--- src/rtl/axi_lite_cmd_master.sv ---
// axi_lite_cmd_master: single-outstanding AXI4-Lite master fed by a valid/ready command port.
// Define AXI_LITE_CMD_MASTER_TIMEOUT_EN to build the hung-slave watchdog abort.
module axi_lite_cmd_master #(
    parameter int C_M_AXI_ADDR_WIDTH = 4,
    parameter int C_M_AXI_DATA_WIDTH = 32,
    parameter int C_TIMEOUT_CYCLES   = 256
) (
    input  logic                              M_AXI_ACLK,
    input  logic                              M_AXI_ARESET,
    input  logic                              cmd_valid,
    output logic                              cmd_ready,
    input  logic                              cmd_write,
    input  logic [C_M_AXI_ADDR_WIDTH-1:0]     cmd_addr,
    input  logic [C_M_AXI_DATA_WIDTH-1:0]     cmd_wdata,
    input  logic [C_M_AXI_DATA_WIDTH/8-1:0]   cmd_wstrb,
    output logic                              rsp_valid,
    input  logic                              rsp_ready,
    output logic [C_M_AXI_DATA_WIDTH-1:0]     rsp_rdata,
    output logic [1:0]                        rsp_resp,
    output logic                              rsp_timeout,
    output logic [C_M_AXI_ADDR_WIDTH-1:0]     M_AXI_AWADDR,
    output logic [2:0]                        M_AXI_AWPROT,
    output logic                              M_AXI_AWVALID,
    input  logic                              M_AXI_AWREADY,
    output logic [C_M_AXI_DATA_WIDTH-1:0]     M_AXI_WDATA,
    output logic [C_M_AXI_DATA_WIDTH/8-1:0]   M_AXI_WSTRB,
    output logic                              M_AXI_WVALID,
    input  logic                              M_AXI_WREADY,
    input  logic [1:0]                        M_AXI_BRESP,
    input  logic                              M_AXI_BVALID,
    output logic                              M_AXI_BREADY,
    output logic [C_M_AXI_ADDR_WIDTH-1:0]     M_AXI_ARADDR,
    output logic [2:0]                        M_AXI_ARPROT,
    output logic                              M_AXI_ARVALID,
    input  logic                              M_AXI_ARREADY,
    input  logic [C_M_AXI_DATA_WIDTH-1:0]     M_AXI_RDATA,
    input  logic [1:0]                        M_AXI_RRESP,
    input  logic                              M_AXI_RVALID,
    output logic                              M_AXI_RREADY
);

    typedef enum logic [2:0] {IDLE, WRITE, WRESP, READ, RRESP, RSP} state_t;

    state_t state;
    logic   busy;
    logic   wd_expired;

    assign M_AXI_AWPROT = 3'b000;
    assign M_AXI_ARPROT = 3'b000;
    assign busy = (state == WRITE) || (state == WRESP) || (state == READ) || (state == RRESP);

`ifdef AXI_LITE_CMD_MASTER_TIMEOUT_EN
    localparam int CNT_W = $clog2(C_TIMEOUT_CYCLES + 1);
    localparam logic [CNT_W-1:0] CNT_LIM = CNT_W'(C_TIMEOUT_CYCLES);

    logic [CNT_W-1:0] wd_cnt;
    logic             timeout_flag;

    assign wd_expired  = busy && (wd_cnt == CNT_LIM);
    assign rsp_timeout = timeout_flag;

    // Watchdog: restarts on every accepted command, saturates at the abort point
    always_ff @(posedge M_AXI_ACLK or posedge M_AXI_ARESET) begin
        if (M_AXI_ARESET) begin
            wd_cnt       <= '0;
            timeout_flag <= 1'b0;
        end else begin
            if (state == IDLE) begin
                wd_cnt <= '0;
            end else if (busy && !wd_expired) begin
                wd_cnt <= wd_cnt + 1'b1;
            end
            if (wd_expired) begin
                timeout_flag <= 1'b1;
            end else if (state == IDLE && cmd_valid && cmd_ready) begin
                timeout_flag <= 1'b0;
            end
        end
    end
`else
    assign wd_expired  = 1'b0;
    assign rsp_timeout = 1'b0;
`endif

    always_ff @(posedge M_AXI_ACLK or posedge M_AXI_ARESET) begin
        if (M_AXI_ARESET) begin
            state         <= IDLE;
            cmd_ready     <= 1'b0;
            rsp_valid     <= 1'b0;
            rsp_rdata     <= '0;
            rsp_resp      <= 2'b00;
            M_AXI_AWADDR  <= '0;
            M_AXI_AWVALID <= 1'b0;
            M_AXI_WDATA   <= '0;
            M_AXI_WSTRB   <= '0;
            M_AXI_WVALID  <= 1'b0;
            M_AXI_BREADY  <= 1'b0;
            M_AXI_ARADDR  <= '0;
            M_AXI_ARVALID <= 1'b0;
            M_AXI_RREADY  <= 1'b0;
        end else if (wd_expired) begin
            // Deliberate protocol abort: drop every handshake and report SLVERR
            M_AXI_AWVALID <= 1'b0;
            M_AXI_WVALID  <= 1'b0;
            M_AXI_BREADY  <= 1'b0;
            M_AXI_ARVALID <= 1'b0;
            M_AXI_RREADY  <= 1'b0;
            rsp_resp      <= 2'b10;
            rsp_rdata     <= '0;
            rsp_valid     <= 1'b1;
            state         <= RSP;
        end else begin
            case (state)
                IDLE: begin
                    cmd_ready <= 1'b1;
                    if (cmd_valid && cmd_ready) begin
                        cmd_ready    <= 1'b0;
                        M_AXI_AWADDR <= cmd_addr;
                        M_AXI_ARADDR <= cmd_addr;
                        M_AXI_WDATA  <= cmd_wdata;
                        M_AXI_WSTRB  <= cmd_wstrb;
                        if (cmd_write) begin
                            M_AXI_AWVALID <= 1'b1;
                            M_AXI_WVALID  <= 1'b1;
                            state         <= WRITE;
                        end else begin
                            M_AXI_ARVALID <= 1'b1;
                            state         <= READ;
                        end
                    end
                end
                WRITE: begin
                    // AW and W complete independently; a VALID already low counts as done
                    if (M_AXI_AWREADY) M_AXI_AWVALID <= 1'b0;
                    if (M_AXI_WREADY)  M_AXI_WVALID  <= 1'b0;
                    if ((!M_AXI_AWVALID || M_AXI_AWREADY) && (!M_AXI_WVALID || M_AXI_WREADY)) begin
                        M_AXI_BREADY <= 1'b1;
                        state        <= WRESP;
                    end
                end
                WRESP: begin
                    if (M_AXI_BVALID) begin
                        M_AXI_BREADY <= 1'b0;
                        rsp_resp     <= M_AXI_BRESP;
                        rsp_rdata    <= '0;
                        rsp_valid    <= 1'b1;
                        state        <= RSP;
                    end
                end
                READ: begin
                    if (M_AXI_ARREADY) begin
                        M_AXI_ARVALID <= 1'b0;
                        M_AXI_RREADY  <= 1'b1;
                        state         <= RRESP;
                    end
                end
                RRESP: begin
                    if (M_AXI_RVALID) begin
                        M_AXI_RREADY <= 1'b0;
                        rsp_rdata    <= M_AXI_RDATA;
                        rsp_resp     <= M_AXI_RRESP;
                        rsp_valid    <= 1'b1;
                        state        <= RSP;
                    end
                end
                RSP: begin
                    if (rsp_ready) begin
                        rsp_valid <= 1'b0;
                        cmd_ready <= 1'b1;
                        state     <= IDLE;
                    end
                end
                default: state <= IDLE;
            endcase
        end
    end

endmodule

--- config.mk ---
export PLATFORM = sky130hd
export DESIGN_NAME = axi_lite_cmd_master
export DESIGN_NICKNAME = d
export VERILOG_FILES = /design/src/rtl/axi_lite_cmd_master.sv
export SDC_FILE = /design/constraint.sdc
export NUM_CORES = 1
export LEC_CHECK = 0
export ABC_AREA = 1
export BUFFER_PORTS_ARGS = -buffer_cell sky130_fd_sc_hd__buf_2
export CORE_ASPECT_RATIO = 0.75
export CORE_MARGIN = 2
export CORE_UTILIZATION = 43
export CTS_BUF_LIST = sky130_fd_sc_hd__clkbuf_4 sky130_fd_sc_hd__clkbuf_8
export CTS_CLUSTER_DIAMETER = 30
export DETAILED_ROUTE_END_ITERATION = 7
export HOLD_SLACK_MARGIN = 0.05
export PLACE_DENSITY = 0.8
export SKIP_LAST_GASP = 1
export SYNTH_ARGS = -nofsm -noshare
export SYNTH_HDL_FRONTEND = slang
export SYNTH_SLANG_ARGS = --single-unit
export TNS_END_PERCENT = 20
--- constraint.sdc ---
create_clock -name M_AXI_ACLK -period 2.9 [get_ports M_AXI_ACLK]
set_clock_uncertainty 0.15 [all_clocks]
set_input_delay 0.58 -clock M_AXI_ACLK [delete_from_list [all_inputs] [get_ports M_AXI_ACLK]]
set_output_delay 0.58 -clock M_AXI_ACLK [all_outputs]
set_load 0.02 [all_outputs]
==> results_dict.tcl <==
set metrics [dict create \
    crit_path_end "M_AXI_WDATA[2]" \
    critPathLaunchType "flop" \
    clk_pin_slew_ns 0.09 \
    synth_area_mm2 0.00362 \
    synth_area_leader_cell "dfrtp_1" \
    drt-total-wl_um 8660 \
    drt_first_pass_iters 4 \
    grt_max_degree 51 \
    antenna_cells 0 \
    dp.final_hpwl_um 6450 \
    power.density_mw_per_mm2 1160 \
    finalSetupViolCount 0 \
    reg2reg_slack_ns 0.71 \
    cellLeakagePower_uw 0.00282 \
    post-route-period-util_pct 75.4 \
    portBuffers 170 \
    gp_congestion 0.979 \
    ir_drop_v 0.000577 \
    grt_pass1_vias 3008 \
    path_buf_inv 3 \
    crit_start "state[2]" \
    postCtsSetupBuffers 0 \
    first_iter_violations 278 \
    path_delay_family "simple AND/OR/NAND/NOR gates" \
    status "finished clean" \
    cts_max_path_buffers 2 \
    synthTopCellsByCount "252 x nand2_1, 84 x dfrtp_1, 13 x buf_4" \
    tns_ns 0 \
    via_per_inst 4.58 \
    antenna_left 0 \
    synth.area.top_cells "dfrtp_1 58%, nand2_1 26%, buf_6 3.7%, buf_4 2.7%, nand3_1 1.4%" \
    cts_hold_buf 0 \
    synth_seq_cells 84 \
    cp_data_required_time_ns 2.98 \
    core.rowCount 28 \
    r2r_cells 8 \
    ys.flop_type "dfrtp_1" \
    hold_viol 0 \
    syn_to_final_growth_pct 26.5 \
    fin_crit_ns 2.19 \
    grt.total_usage_pct 19.3 \
    yosysWarnings 0 \
    cts_buffers 9 \
    max_cap_violations 0 \
    critPathCaptureType "flop" \
    yosysUniqueCellTypes 26 \
    synth.avg_cell_area_um2 8.64 \
    hold-worst-slack_ns 0.139 \
    vias 3158 \
    die_width_um 110 \
    ys_seq_area_share_pct 58.1 \
    cts_root_buf "clkbuf_8" \
    cpPeakStageDelay_ns 0.54 \
    slew_violations 0 \
    coreArea_mm2 0.00802 \
    grt_pass1_wl_um 13900 \
    hold_class "in -> async" \
    nets 665 \
    post-synth-top-area-fraction_pct 58.1 \
    cp_num_cells 8 \
    async_flop_share_pct 100 \
    critPathArrivalTime_ns 2.27 \
    cts-resized-gates 0 \
    slowest_stage "dfrtp_1" \
    io_pins 178 \
    relSlewSlack_pct 53.9 \
    rsz0062_at_grt "false" \
    post-synth-top-count-cell "nand2_1" \
    drive_above_1_share_pct 35.1 \
    r2r_start "state[2]" \
    start_util_pct 45.1 \
    synth_cells 419 \
    worst_pin_slew_ns 0.690 \
    antenna_found_initial 0 \
    max_freq_mhz 457 \
    clk_latency_ns 0.34 \
    clkSinkCount 84 \
    dieArea_mm2 0.00917 \
    worst-setup-path-type "reg -> reg" \
    avgRoutedWirePerCell_um 12.6 \
    nFillCells 732 \
    grt_overflow_total 0 \
    htree_levels 3 \
    drc_errors 0 \
    synth_edf_count 0 \
    die_h_um 83.4 \
    r2r_end "M_AXI_WDATA[2]" \
    crit_fanout 41 \
    cts_tree "built" \
    path_cells "inv_2, nand2_2, nor2_4, inv_2, nor2_8, inv_4, nand2_1, nand2_1" \
]
-- layer usage --
layer,up-vias,GRT usage (%),wire length [um]
met3,8,7.22,1040
met5,-,0,0
met2,164,30.8,3830
met4,0,5.87,86
li1,1569,-,-
met1,1417,24.3,3700
-- sequential cells by signal, indices dropped and copies added (netlist names), 2 cells and up --
name and flops:
M_AXI_WDATA 32, rsp_resp 2, M_AXI_WSTRB 4, M_AXI_ARADDR 4
rsp_rdata 32, state 3
-- worst min path at each step --
stage                                from              end  slack, ns
after global routing         M_AXI_ARESET    rsp_rdata[23]       0.16
after floorplan                 rsp_valid        rsp_valid       0.43
after CTS                    M_AXI_ARESET    rsp_rdata[19]       0.14
after detailed placement     rsp_rdata[0]     rsp_rdata[0]       0.30
after global placement    M_AXI_WDATA[14]  M_AXI_WDATA[14]       0.30
final                        M_AXI_ARESET  M_AXI_WDATA[30]       0.14
-- area by class of cell --
class	count	area (um^2)	area share, %
Multi-Input combinational cell	298	1230	26.9
Timing Repair Buffer	171	871	19.0
Clock inverter	7	57.6	1.26
Clock buffer	9	124	2.71
Inverter	15	62.6	1.37
Sequential cell	84	2100	45.9
Tap cell	105	131	2.87
-- logic make-up after synthesis --
family | Yosys count | share of synthesized area [%]
and+or+nand+nor | 280 | 31.4
other | 1 | 0.104
buffers and inverters | 43 | 8.54
AOI/OAI and AO/OA | 11 | 1.90
DFF | 84 | 58.1
-- worst reg2reg max path: cells and delay by family, from the launching register on --
family | cells | cell delay [ns]
buffers and inverters | 3 | 0.56
AND/OR/NAND/NOR | 5 | 0.85
flip-flops | 1 | 0.54
-- where the power goes --
group,switching (uW),internal (uW),leakage [uW],total (uW)
Sequential,366,1710,0.00108,2080
Clock,444,323,0.0000881,767
Combinational,1680,777,0.00165,2450
Total,2490,2810,0.00282,5300
-- cell usage in the layout, fill, tap and decap left out --
cell	netlist	routed
nand3_2	1	1
nor2_8	1	1
buf_2	3	170
a21oi_2	1	1
inv_6	0	2
nor2_1	4	4
nand3_1	10	10
conb_1	1	7
inv_2	3	3
inv_8	0	1
o211ai_1	2	2
clkinv_4	0	1
inv_4	2	2
a21oi_1	2	2
nand2_2	2	2
dfrtp_1	84	84
nand2_4	1	1
a31oi_1	1	1
nor2_4	3	3
nand2_1	252	252
inv_1	10	9
buf_12	0	1
clkinv_2	0	2
o21bai_1	1	1
o21ai_0	3	3
clkbuf_8	0	9
nor3_1	1	1
nor2_2	3	3
nand4_1	2	2
clkinvlp_4	0	2
o22ai_1	1	1
-- stage by stage --
| stage | total power [uW] | cell area, um^2 | instances | setup WS, ns | util (%) |
|---|---|---|---|---|---|
| floorplan | 3850 | 3640 | 425 | 0.00486 | - |
| global placement | 4480 | 4400 | 673 | 0.808 | 54.8 |
| detailed placement | 4580 | 4400 | 673 | 0.705 | 54.8 |
| CTS | 5360 | 4580 | 689 | 0.697 | 57.1 |
| global route | 5740 | 4580 | 689 | 0.507 | 57.1 |
| finish | 5300 | 4580 | 689 | 0.712 | 57.1 |
Power figures use the tool's default switching activity.
